<file path="config.mk">
export PLATFORM = sky130hd
export DESIGN_NAME = instruction_fetch_unit
export DESIGN_NICKNAME = d
export VERILOG_FILES = /design/src/rtl/instruction_fetch_unit.sv
export SDC_FILE = /design/constraint.sdc
export NUM_CORES = 1
export LEC_CHECK = 0
export CORE_MARGIN = 1
export CORE_UTILIZATION = 30
export CTS_CLUSTER_DIAMETER = 80
export CTS_CLUSTER_SIZE = 14
export DETAILED_ROUTE_END_ITERATION = 8
export GPL_TIMING_DRIVEN = 0
export PLACE_DENSITY = 0.59
export SLEW_MARGIN = 20
export SYNTH_ARGS = -nofsm -noshare
export SYNTH_HDL_FRONTEND = slang
export SYNTH_SLANG_ARGS = --single-unit
</file>
<file path="constraint.sdc">
create_clock -name clk -period 8.5 [get_ports clk]
set_clock_uncertainty 0.1 [all_clocks]
set_input_delay 1.7 -clock clk [delete_from_list [all_inputs] [get_ports clk]]
set_output_delay 1.7 -clock clk [all_outputs]
set_load 0.02 [all_outputs]
</file>
<file path="src/rtl/instruction_fetch_unit.sv">
// Fetch stage: owns the PC, issues word reads to instruction memory and buffers
// returned words with their PCs in an in-order FIFO for the decoder.
module instruction_fetch_unit #(
  parameter logic [15:0] PC_RESET   = 16'h0000,
  parameter int unsigned FIFO_DEPTH = 2
) (
  input  logic        clk,
  input  logic        rst,
  output logic        imem_req_valid,
  input  logic        imem_req_ready,
  output logic [15:0] imem_req_addr,
  input  logic        imem_rsp_valid,
  input  logic [15:0] imem_rsp_data,
  input  logic        redirect_valid,
  input  logic [15:0] redirect_pc,
  output logic        instr_valid,
  input  logic        instr_ready,
  output logic [15:0] instruction,
  output logic [15:0] instr_pc
);
  localparam int CW = $clog2(FIFO_DEPTH + 1);
  localparam int PW = (FIFO_DEPTH > 1) ? $clog2(FIFO_DEPTH) : 1;

  typedef struct packed {
    logic [15:0] pc;
    logic [15:0] data;
  } fetch_entry_t;

  logic [15:0]   fetch_pc_q, fetch_pc_d;
  logic [15:0]   rsp_pc_q, rsp_pc_d;
  logic [CW-1:0] inflight_q, inflight_d;
  logic [CW-1:0] drop_q, drop_d;
  logic [CW-1:0] count_q, count_d;
  logic [PW-1:0] rd_ptr_q, rd_ptr_d;
  logic [PW-1:0] wr_ptr_q, wr_ptr_d;
  fetch_entry_t  fifo_q [FIFO_DEPTH];
  fetch_entry_t  fifo_d [FIFO_DEPTH];

  logic          req_fire, rsp_fire, push, pop, credit_ok;
  logic [CW:0]   occupancy;

  function automatic logic [PW-1:0] ptr_inc(input logic [PW-1:0] p);
    return (p == PW'(FIFO_DEPTH - 1)) ? '0 : p + 1'b1;
  endfunction

  // Dropped reads never land in the buffer, so only live reads consume credit.
  assign occupancy      = ({1'b0, inflight_q} - {1'b0, drop_q}) + {1'b0, count_q};
  assign credit_ok      = occupancy < (CW + 1)'(FIFO_DEPTH);
  assign imem_req_valid = !rst && !redirect_valid && credit_ok;
  assign imem_req_addr  = fetch_pc_q;

  assign instr_valid = (count_q != '0);
  assign instruction = fifo_q[rd_ptr_q].data;
  assign instr_pc    = fifo_q[rd_ptr_q].pc;

  assign req_fire = imem_req_valid && imem_req_ready;
  assign rsp_fire = imem_rsp_valid && (inflight_q != '0);
  assign push     = rsp_fire && (drop_q == '0) && !redirect_valid;
  assign pop      = instr_valid && instr_ready && !redirect_valid;

  always_comb begin
    fetch_pc_d = fetch_pc_q;
    rsp_pc_d   = rsp_pc_q;
    inflight_d = inflight_q + CW'(req_fire) - CW'(rsp_fire);
    drop_d     = drop_q;
    count_d    = count_q + CW'(push) - CW'(pop);
    rd_ptr_d   = rd_ptr_q;
    wr_ptr_d   = wr_ptr_q;
    fifo_d     = fifo_q;

    if (redirect_valid) begin
      // Everything still outstanding (minus a response landing now) is stale.
      fetch_pc_d = redirect_pc;
      rsp_pc_d   = redirect_pc;
      drop_d     = inflight_q - CW'(rsp_fire);
      count_d    = '0;
      rd_ptr_d   = '0;
      wr_ptr_d   = '0;
    end else begin
      if (req_fire) fetch_pc_d = fetch_pc_q + 16'd1;
      if (rsp_fire && drop_q != '0) drop_d = drop_q - 1'b1;
      if (push) begin
        fifo_d[wr_ptr_q] = '{pc: rsp_pc_q, data: imem_rsp_data};
        rsp_pc_d         = rsp_pc_q + 16'd1;
        wr_ptr_d         = ptr_inc(wr_ptr_q);
      end
      if (pop) rd_ptr_d = ptr_inc(rd_ptr_q);
    end
  end

  always_ff @(posedge clk) begin
    if (rst) begin
      fetch_pc_q <= PC_RESET;
      rsp_pc_q   <= PC_RESET;
      inflight_q <= '0;
      drop_q     <= '0;
      count_q    <= '0;
      rd_ptr_q   <= '0;
      wr_ptr_q   <= '0;
    end else begin
      fetch_pc_q <= fetch_pc_d;
      rsp_pc_q   <= rsp_pc_d;
      inflight_q <= inflight_d;
      drop_q     <= drop_d;
      count_q    <= count_d;
      rd_ptr_q   <= rd_ptr_d;
      wr_ptr_q   <= wr_ptr_d;
    end
  end

  // Buffer storage carries no reset; count_q alone decides what is valid.
  always_ff @(posedge clk) begin
    fifo_q <= fifo_d;
  end
endmodule

</file>
After elaboration in Yosys (flattened, before gate mapping)
Index checks and enable logic that the tools add are counted.
{"block": "word_totals", "regBits": 104, "in_bits": 38, "word_cells": 65}
{"block": "classes", "n_addsub": 12, "order_cmp": 4, "muxes": 14, "bitwise_logic": 3, "n_reduce_logical": 21}
{"cell": "$mux W32", "count": 4}
{"cell": "$bwmux W64", "count": 1}
{"cell": "$mux W16", "count": 4}
{"cell": "$add A16 B1 Y16 const B", "count": 2}
{"cell": "$demux W32 S1", "count": 1}
{"cell": "$reduce_bool A2 Y1", "count": 6}
{"cell": "$logic_and A1 B1 Y1", "count": 10}
{"cell": "$sub A2 B1 Y2", "count": 3}
{"cell": "$add A2 B1 Y2", "count": 2}
{"cell": "$ge A2 B2 Y1 const B", "count": 2}
{"cell": "$mux W2", "count": 2}
{"cell": "$not A1 Y2", "count": 2}
{"cell": "$add A3 B2 Y3", "count": 1}
{"cell": "$lt A3 B2 Y1 const B", "count": 1}
{"cell": "$sub A2 B2 Y3", "count": 1}
{"cell": "$add A1 B1 Y1 const B", "count": 2}
{"cell": "$logic_not A1 Y1", "count": 2}
{"cell": "$logic_not A2 Y1", "count": 1}
{"cell": "$lt A2 B1 Y1 const B", "count": 1}
{"cell": "$mux W1", "count": 2}
{"cell": "$reduce_and A2 Y1", "count": 1}
{"cell": "$reduce_or A2 Y1", "count": 1}
{"cell": "$sub A2 B1 Y2 const B", "count": 1}
{"cell": "$not A1 Y1", "count": 1}

Depth between registers and ports, before layout
Gate-level depths: netlist (run 1).
{"block": "logic_depth", "word_depth": 7, "depth_mapped": 12, "depth_no_buf": 12}

Worst setup path after synthesis (run 1)
Ideal clock, no wire load.
{"block": "synth_timing", "kind": "input -> output", "startpoint": "input redirect_valid", "endpoint": "output imem_req_valid", "arrival_time_ns": 2.423, "t_required_ns": 6.700, "setup_slack_ns": 4.277, "stages": 4, "path_buffers": 2, "path_cell_list": "buf_6 > clkbuf_1 > nor2_1 > and3_1"}
{"block": "synth_via", "elab_chain_cells": 3}
{"item": "start: declaration", "line": "14", "rtl": "input logic redirect_valid,"}
{"item": "$logic_not A1 Y1", "line": "49", "rtl": "assign imem_req_valid = !rst && !redirect_valid && credit_ok;"}
{"item": "$logic_and A1 B1 Y1 (2 in series)", "line": "49"}
{"item": "end: declaration", "line": "9", "rtl": "output logic imem_req_valid,"}
No other way between the ends.

Worst setup path in the final report (run 1)
{"block": "layout_timing", "startpoint": "input rst", "endpoint": "output imem_req_valid"}
{"block": "layout_via", "elab_chain_cells": 3}
{"item": "start: declaration", "line": "8", "rtl": "input logic rst,"}
{"item": "$logic_not A1 Y1", "line": "49"}
{"item": "$logic_and A1 B1 Y1 (2 in series)", "line": "49"}
No other way between the ends.

==> results of run 1 <==
path summary, 6_finish.rpt:
check | depth (start not counted) | start | end | slack (ns)
max reg2reg | 11 | drop_q[1]$_SDFFE_PP0P_ | inflight_q[0]$_SDFF_PP0_ | 5.49
min reg2reg | 0 | rsp_pc_q[5]$_SDFFE_PP0P_ | fifo_q[53]$_DFFE_PP_ | 0.42
max | 4 | rst | imem_req_valid | 3.39
min | 0 | rsp_pc_q[5]$_SDFFE_PP0P_ | fifo_q[53]$_DFFE_PP_ | 0.42
cells in the mapped netlist (all sizes together) (4+ instances only):
cell type,instances,share of area [%]
a211oi,9,1.5
a21boi,8,1.3
a21oi,4,0.43
a22oi,5,0.81
a31oi,12,1.6
and3,4,0.54
clkbuf,17,1.4
dfxtp,40,17
edfxtp,64,41
ha,9,2.4
inv,14,1.1
mux2,32,7.8
nand2,17,1.4
nand3,12,1.3
nand4,11,1.5
nor2,15,1.4
nor3,10,1.1
nor4,8,1.1
o211ai,8,1.4
o21a,6,0.97
o21ai,6,0.65
or3,5,0.67
or4,4,0.65
xnor2,17,3.2
xor2,9,1.7
layer usage:
layer / global-route usage, % / vias up
met5: 0 / -
met3: 4.18 / 11
met2: 21.3 / 142
li1: - / 1614
met1: 19.4 / 1593
met4: 4.32 / 0
registers in the layout (all words and copies together) (netlist names):
| signal | cells |
|---|---|
| fifo_q | 64 |
| imem_req_addr | 16 |
| rsp_pc_q | 16 |
| count_q | 2 |
| drop_q | 2 |
| inflight_q | 2 |
| rd_ptr_q | 1 |
| wr_ptr_q | 1 |
logic make-up after synthesis:
logic type	after synthesis	share of synthesized area, %
flops	104	58.7
xor+xnor	26	4.91
compound gates	67	10.2
fa+ha+maj	11	3.29
buf+inv	35	3.07
simple gates	98	11.9
mux	33	7.98
worst max-delay path, stage by stage:
cell,delay (ns)
clkdlybuf4s50_1,0.51
nor2_1,0.25
and3_1,0.23
clkdlybuf4s50_1,0.62
cell type report:
type / instances / area (um^2)
Multi-Input combinational cell: 235 / 1790
Clock buffer: 10 / 229
Buffer: 20 / 86.3
Fill cell: 1432 / 9090
Sequential cell: 104 / 2720
Inverter: 15 / 56.3
Clock inverter: 6 / 41.3
Timing Repair Buffer: 88 / 901
Tap cell: 188 / 235
power by group:
| part | internal [mW] | switching, mW |
|---|---|---|
| registers | 0.571 | 0.0296 |
| logic | 0.120 | 0.153 |
| clock network | 0.201 | 0.187 |
| total | 0.892 | 0.369 |
per-stage QoR:
stage          total power, mW  cells  utilization, %  cell area [um^2]
2_1_floorplan            0.775    374               -              4640
5_1_grt                   1.32    666            40.0              6060
3_3_place_gp             0.874    648            37.9              5740
4_1_cts                   1.27    666            40.0              6060
6_report                  1.26    666            40.0              6060
3_5_place_dp             0.883    650            38.2              5790
cells in the final DEF (no fill, tap or decap), drive strengths merged, types with 2 or more instances in the layout:
cell	count
clkdlybuf4s50	86
edfxtp	64
dfxtp	40
mux2	32
clkbuf	27
nand2	17
xnor2	17
inv	17
nor2	15
nand3	12
a31oi	12
nand4	11
nor3	10
xor2	9
a211oi	9
ha	9
a21boi	8
nor4	8
o211ai	8
o21a	6
o21ai	6
or3	5
a22oi	5
buf	5
or4	4
a21oi	4
clkinv	4
and3	4
and2	3
o22ai	3
and4	2
nor2b	2
fa	2
==> results by group, run 1 <==
Outcome
  • Outcome: complete, no violations

Clocking
  • CTS max path bufs: 2
  • Clk root buf: clkbuf_16
  • Cts hold-fix bufs: 0
  • TritonCTS Buffers: 9
  • Post-CTS sizing: 0
  • Clock sinks: 104
  • Clock Latency Late Sink: roughly 0.35 ns
  • CTS tree: yes
  • Clock-pin slew on the worst setup and hold paths: 0.07 ns
  • H-tree depth: 3
  • Postcts setup bufs: 0

Floorplan
  • Die height: roughly 130 um
  • Full die area: ~0.016 mm^2
  • I/O pin total: just under 90
  • Die width: around 130 um
  • Initial Utilization: roughly 30%
  • Row cnt: 45
  • Core box area: about 0.015 mm^2

Timing
  • Final Hold Slack: 0.418 ns
  • Final period util: between 60% and 70%
  • RSZ-0062 raised after global routing: no
  • Setup TNS: 0 ns
  • Final hold violation count: 0
  • Max Fclk: ~200 MHz
  • PnR worst setup slack: between 3 and 4 ns
  • Slew @ Worst Pin: about 0.71 ns
  • Minimum clock period: a little over 5 ns
  • Final setup fails: 0
  • Fin. max-slew vios: 0
  • Rel. slew slack: a little over half

Setup path
  • CP Launch Type: primary input
  • Worst setup EP type: output port
  • CP max FO: 6
  • Crit path required time: approximately 6.7 ns
  • Worst path arrival time: ~3.3 ns
  • Setup Crit Path Kind: in -> out

Synth
  • FF+latch count, synth: ~100
  • Synth async-reset ratio: 0%
  • Post-Syn Area: around 0.0046 mm^2
  • Avg Inst Size Synth: 12.4 um^2
  • Unique cell type count in the Yosys netlist: 50
  • Warnings, synthesis: 0
  • Syn nets: around 420
  • Top_reg_cell synth: edfxtp_1
  • Seq/Total Area, Yosys: about three fifths
  • EDFF count, synth: 64
  • Cell count after synthesis: between 300 and 400

Route
  • Top routing layer used: met4
  • Post-Route M1 WL: between 5000 and 6000 um
  • WL final: approximately 11000 um
  • TritonRoute pass-1 iters: 5
  • Vias per cell: 5.05
  • Via count: roughly 3.4k
  • Met2 Routed Length: about 4900 um
  • Avg WL per Cell: between 15 and 20 um
  • DRC errors left: 0
  • Initial DRC count: approximately 260
  • Met3 Routed Length: roughly 770 um
  • Antenna Violating Nets Remaining: 0

Placed design
  • Detailed placement HPWL: 7940 um
  • Worst slack at placement: ~3.5 ns
  • Routability cong.: ~0.90
  • IO buf count: 86

Finish
  • Net count, final: roughly 520
  • Fraction of layout cells with a size suffix above 1: 12.3%
  • Area grow syn2layout: 30.5%
  • Number of diodes: 0

Global routing
  • First-pass GRT wire length: 17300 um
  • Vias in the first global route: 3228
  • Pin count of the biggest net entering global routing: 27
  • Overflow after GRT: 0
  • Initial antenna violation count: 0
  • Tot GR Track Use: 14.1%

Min path
  • Hold crit path type: reg -> reg

Flow run
  • Number of max-cap violations: 0

Power and ir drop
  • Worst VDD drop: between 0.1 and 0.15 mV
  • Leak pwr: approximately 2 nW
  • Pwr Density: between 200 and 250 mW/mm^2
Note: power is estimated with default switching activity, not from simulation.
==> inputs of run 2 (changes only) <==
==> constraint.sdc (replaced) <==
create_clock -name clk -period 4.83 [get_ports clk]
set_clock_uncertainty 0.1 [all_clocks]
set_input_delay 0.966 -clock clk [delete_from_list [all_inputs] [get_ports clk]]
set_output_delay 0.966 -clock clk [all_outputs]
set_load 0.02 [all_outputs]
==> results of run 2 <==
The final DEF is identical to that of run 1. Status: complete, no violations.
Among the figures that moved: setup slack after placement 3.45 ns -> 1.05 ns; setup slack after layout 3.39 ns -> 0.644 ns; start point of the critical path rst -> drop_q[1]$_SDFFE_PP0P_; register-to-register setup slack 5.49 ns -> 1.82 ns; total power 1.26 mW -> 2.22 mW; worst IR drop on VDD 0.108 mV -> 0.190 mV
==> inputs of run 3 (changes only) <==
--- a/config.mk
+++ b/config.mk
@@ -7,12 +7,10 @@
 export LEC_CHECK = 0
 export CORE_MARGIN = 1
 export CORE_UTILIZATION = 30
-export CTS_CLUSTER_DIAMETER = 80
 export CTS_CLUSTER_SIZE = 14
 export DETAILED_ROUTE_END_ITERATION = 8
 export GPL_TIMING_DRIVEN = 0
 export PLACE_DENSITY = 0.59
-export SLEW_MARGIN = 20
 export SYNTH_ARGS = -nofsm -noshare
 export SYNTH_HDL_FRONTEND = slang
 export SYNTH_SLANG_ARGS = --single-unit
==> results by group, run 3 (synthesis gave the netlist of run 1 again) <==
Global routing
  • Overflow after GRT: 0
  • First-pass GRT wire length: 17400 um
  • Tot GR Track Use: between 10 and 15%
  • GRT Max-Usage Layer: met2
  • Vias in the first global route: about 3.3k
  • GR Util met3: 4.68%
  • Pin count of the biggest net entering global routing: 33
  • GR met2 Demand/Resource: between 20% and 30%
  • Initial antenna violation count: 0
  • Met1 usage: a little under a fifth

Route
  • Vias per cell: between 5 and 6
  • TritonRoute pass-1 iters: 4
  • Initial DRC count: roughly 210
  • WL final: between 10000 and 15000 um
  • DRC errors left: 0
  • Via count: around 3.3k
  • Antenna Violating Nets Remaining: 0
  • Avg WL per Cell: about 17 um

Clocking
  • Post-CTS sizing: 0
  • CTS tree: yes
  • TritonCTS Buffers: 9
  • Clock Latency Late Sink: around 0.35 ns
  • H-tree depth: 3
  • Clock sinks: roughly 100
  • Cts hold-fix bufs: 0
  • Clock-pin slew on the worst setup and hold paths: around 0.070 ns
  • CTS max path bufs: 2
  • Postcts setup bufs: 0
  • Clk root buf: clkbuf_16

Setup path
  • CP max FO: 5
  • Worst setup EP type: output port
  • Critical Path Start: drop_q[1]$_SDFFE_PP0P_
  • Crit path required time: approximately 3.8 ns
  • Setup Crit Path Kind: reg -> out
  • R2R Path Start: drop_q[1]$_SDFFE_PP0P_
  • CP Launch Type: flop
  • Worst path arrival time: around 3.1 ns

Placed design
  • Routability cong.: around 0.9
  • Worst slack at placement: roughly 1.1 ns
  • Detailed placement HPWL: slightly below 8000 um
  • IO buf count: 86

Timing
  • Final period util: 86.0%
  • Fin. max-slew vios: 0
  • Rel. slew slack: 48.0%
  • RSZ-0062 raised after global routing: no
  • Minimum clock period: roughly 4.2 ns
  • Max Fclk: about 240 MHz
  • Slew @ Worst Pin: between 0.7 and 0.8 ns
  • Final setup fails: 0
  • Final Hold Slack: 0.419 ns
  • Final hold violation count: 0
  • PnR worst setup slack: 0.676 ns

Finish
  • Net count, final: roughly 520
  • Fraction of layout cells with a size suffix above 1: 12.6%
  • Max reg flops: 64
  • Commonest non-fill, non-tap cell in the layout: clkdlybuf4s50_1
  • Most frequent cells in the layout: 86 x clkdlybuf4s50_1, 64 x edfxtp_1, 40 x dfxtp_1
  • Largest reg by FF count: fifo_q
  • Area grow syn2layout: 30.2%
  • Final core occ: between 30 and 40%
  • Number of diodes: 0

Power and ir drop
  • Pwr Density: approximately 370 mW/mm^2
  • Leak pwr: approximately 2.0 nW
  • Worst VDD drop: a little under 0.2 mV

Floorplan
  • Initial Utilization: 30.6%
  • Row cnt: 45
  • I/O pin total: 88
  • Die width: roughly 130 um
  • Core box area: ~0.015 mm^2
  • Die height: between 100 and 150 um
  • Full die area: roughly 0.016 mm^2

Min path
  • Hold path startpoint: rsp_pc_q[5]$_SDFFE_PP0P_
  • Hold crit path type: reg -> reg

Flow run
  • Number of max-cap violations: 0

Outcome
  • Outcome: complete, no violations
## run 3: final cells by class
cell class                 instances  area [um^2]
buffer                            20         86.3
tap                              188          235
multi-input combinational        235         1790
inverter                          15         56.3
sequential                       104         2720
clock buffer                      11          243
timing repair buffer              87          881
clock inverter                     5         36.3
fill                            1423         9100
## run 3: final timing paths
kind,depth (start not counted),slack (ns),end
worst max register to register,11,1.83,inflight_q[0]$_SDFF_PP0_
worst min register to register,0,0.42,fifo_q[53]$_DFFE_PP_
worst max-delay path,7,0.68,imem_req_valid
worst min-delay path,0,0.42,fifo_q[53]$_DFFE_PP_
## run 3: critical path, stage by stage (launching register included)
cell and delay [ns]:
dfxtp_1 0.32, inv_1 0.07, fa_1 0.50, inv_1 0.05, fa_1 0.46, xnor2_1 0.45
and3_1 0.26, clkdlybuf4s50_1 0.61
## run 3: per-stage QoR
stage | power [mW] | setup TNS (ns) | std cells | area (um^2)
2_1_floorplan | 1.36 | 0 | 374 | 4640
3_3_place_gp | 1.54 | -3.82 | 648 | 5740
3_5_place_dp | 1.55 | 0 | 649 | 5770
4_1_cts | 2.26 | 0 | 665 | 6050
5_1_grt | 2.34 | 0 | 665 | 6050
6_report | 2.24 | 0 | 665 | 6050
## run 3: routing by layer
layer | part of all wire [%] | wire [um]
met5 | 0 | 0
met4 | 1.3 | 148
met3 | 7.6 | 837
met2 | 43 | 4760
met1 | 48 | 5300
## run 3: where the power goes
group / leakage, nW / total, mW / internal (mW) / switching, mW
clock network: 0.141 / 0.702 / 0.368 / 0.334
logic: 0.938 / 0.477 / 0.211 / 0.266
registers: 0.912 / 1.06 / 1.01 / 0.0521
total: 1.99 / 2.24 / 1.58 / 0.652
==> RTL change: new RTL, config.mk and constraints of run 3 <==
Set the parameter `FIFO_DEPTH` to 1 (it was 2).
--- a/src/rtl/instruction_fetch_unit.sv
+++ b/src/rtl/instruction_fetch_unit.sv
@@ -2,7 +2,7 @@
 // returned words with their PCs in an in-order FIFO for the decoder.
 module instruction_fetch_unit #(
   parameter logic [15:0] PC_RESET   = 16'h0000,
-  parameter int unsigned FIFO_DEPTH = 2
+  parameter int unsigned FIFO_DEPTH = 1
 ) (
   input  logic        clk,
   input  logic        rst,
Behaviour: not the same (Yosys sat finds a counterexample within 4 cycles, from zero or initial values and one cycle with rst high).
==> RTL change against run 3 <==
- hold slack worse by 0.039 ns
- die area shrank 35%
- area after synthesis down 36%
- power down 39%
- sequential power is 39% lower
- register-to-register slack improved by 0.35 ns
- cell count decreased by 24%
- first-iteration DRC count down 60%
- critical path depth decreased by 3
- routed wire length down 29%
- setup slack improved by 0.11 ns
- cell area is 29% lower
- sequential cell count decreased by 37
- highest routed layer unchanged
- core utilization up 4.3 points
- largest power group unchanged
==> RTL change: results (changes against run 3) <==
- The mean instance size in the synthesized netlist is 11.0 um^2 (-11%).
- The run finished with clean final reports.
- The global-route wire length before repair is 12400 um (-29%).
- The total wirelength of the detailed-routed design is 7840 um (-29%).
- The worst register-to-register path ends at imem_req_addr[6].
- The setup slack on the worst flop-to-flop path came to 2.18 ns (+0.35 ns).
- The quantity of I/O buffers inserted on ports is 87 (+1.2%).
- The internal power contribution was 1.05 mW (-34%).
- In this run the worst setup path begins at redirect_valid.
- In the post-synthesis netlist, the biggest area contributors are sky130_fd_sc_hd__edfxtp_1 (32%), sky130_fd_sc_hd__dfxtp_1 (23%), sky130_fd_sc_hd__xnor2_1 (6.2%).
- The count of unique library cells instantiated by Yosys came to 49 (-2.0%).
- The kind of cell with the highest combined delay along the critical path is buffers and inverters.
- The detailed-placement wirelength estimate is 5750 um (-27%).
- Counting instances in the post-synthesis netlist gives the leading cell types as sky130_fd_sc_hd__dfxtp_1 (35), sky130_fd_sc_hd__edfxtp_1 (32), sky130_fd_sc_hd__xnor2_1 (21).
- The area of the mapped netlist is 2980 um^2 (-36%).
- The remaining max-slew budget at the tightest pin is 44.0% (-4.0 points).
- The clock root buffer is sky130_fd_sc_hd__clkbuf_8.
- The critical path is of the in2out type.
- The via count of the first global-routing pass is 2413 (-27%).
- The share of post-route cells with drive strength above 1 was 7.22% (-5.4 points).
- The maximum fanout encountered on the critical timing path is 10 (+5).
- The number of nets at the end of the flow is 411 (-21%).
- The count of placed standard cells including taps is 491 (-24%).
- The cell count of the worst reg-to-reg path is 9 (-2).
- The last weighted congestion value of the routability-driven placer is 0.865 (-3.8%).
- The flip-flop count of the largest register, all copies and words added is 32 (-50%).
- The reg-to-reg startpoint is inflight_q.
- The via total after detailed routing is 2524 (-24%).
- The critical path's largest stage delay is 0.68 ns (+0.07 ns).
- The number of inserted filler cells in the final layout is 922 (-35%).
- The area of placed instances is 4030 um^2 (-30%).
- The sequential area share after synthesis is 55.7% (-3.0 points).
-- RTL change: how the worst min path moves through the flow --
stage                             to  cells after the start          from
final                     fifo_q[31]                      0  rsp_pc_q[15]
after detailed placement  fifo_q[31]                      0  rsp_pc_q[15]
after global routing      fifo_q[31]                      0  rsp_pc_q[15]
after global placement    fifo_q[31]                      0  rsp_pc_q[15]
after floorplan           fifo_q[31]                      0  rsp_pc_q[15]
after CTS                 fifo_q[31]                      0  rsp_pc_q[15]
-- RTL change: metrics by stage --
step | worst slack [ns] | hold WS, ns | power [mW]
finish | 0.790 | 0.379 | 1.37
global route | 0.695 | 0.391 | 1.42
CTS | 0.778 | 0.369 | 1.38
detailed placement | 0.800 | 0.346 | 0.801
global placement | 0.404 | 0.339 | 0.798
floorplan | 1.65 | 0.323 | 0.720
-- RTL change: cell families (layout without fill, tap and decap cells) --
group,count (synthesis),in the layout,synth area share (%)
simple gates,101,101,20.0
xor+xnor,22,22,6.71
fa+ha+maj,4,4,1.68
mux,3,3,1.01
flops,67,67,55.7
compound gates,55,55,12.4
buf+inv,19,122,2.52
-- RTL change: final cells by class --
cell class                 count  area [um^2]  area share [%]
sequential                    67         1660            38.8
multi-input combinational    185         1250            29.3
timing repair buffer          87          871            20.4
tap                          133          166            3.89
clock buffer                  10          138            3.22
clock inverter                 6          111            2.60
buffer                        10         41.3           0.965
inverter                       9         33.8           0.790
-- RTL change: power by group through the flow --
| stage | registers (mW) | clock network, mW | logic, mW |
|---|---|---|---|
| 6_report | 0.644 | 0.578 | 0.145 |
| 5_1_grt | 0.648 | 0.612 | 0.156 |
| 4_1_cts | 0.644 | 0.588 | 0.145 |
| 3_5_place_dp | 0.657 | 0 | 0.144 |
| 3_3_place_gp | 0.656 | 0 | 0.143 |
| 2_1_floorplan | 0.663 | 0 | 0.0565 |
-- RTL change: routing by layer --
metal | vias up | GRT usage, % | part of all wire, %
met3 | 13 | 3.93 | 7.2
met5 | - | 0 | 0
met4 | 0 | 6.69 | 1.7
met1 | 1198 | 18.9 | 44
met2 | 89 | 26.8 | 47
li1 | 1224 | - | -
-- RTL change: worst reg2reg max path, stage by stage (launching register included) --
cell	delay, ns
sky130_fd_sc_hd__dfxtp_1	0.41
sky130_fd_sc_hd__inv_1	0.09
sky130_fd_sc_hd__ha_1	0.28
sky130_fd_sc_hd__inv_1	0.04
sky130_fd_sc_hd__ha_1	0.30
sky130_fd_sc_hd__or4b_1	0.48
sky130_fd_sc_hd__buf_4	0.20
sky130_fd_sc_hd__nor2_4	0.26
sky130_fd_sc_hd__a21oi_1	0.11
sky130_fd_sc_hd__a311oi_1	0.29
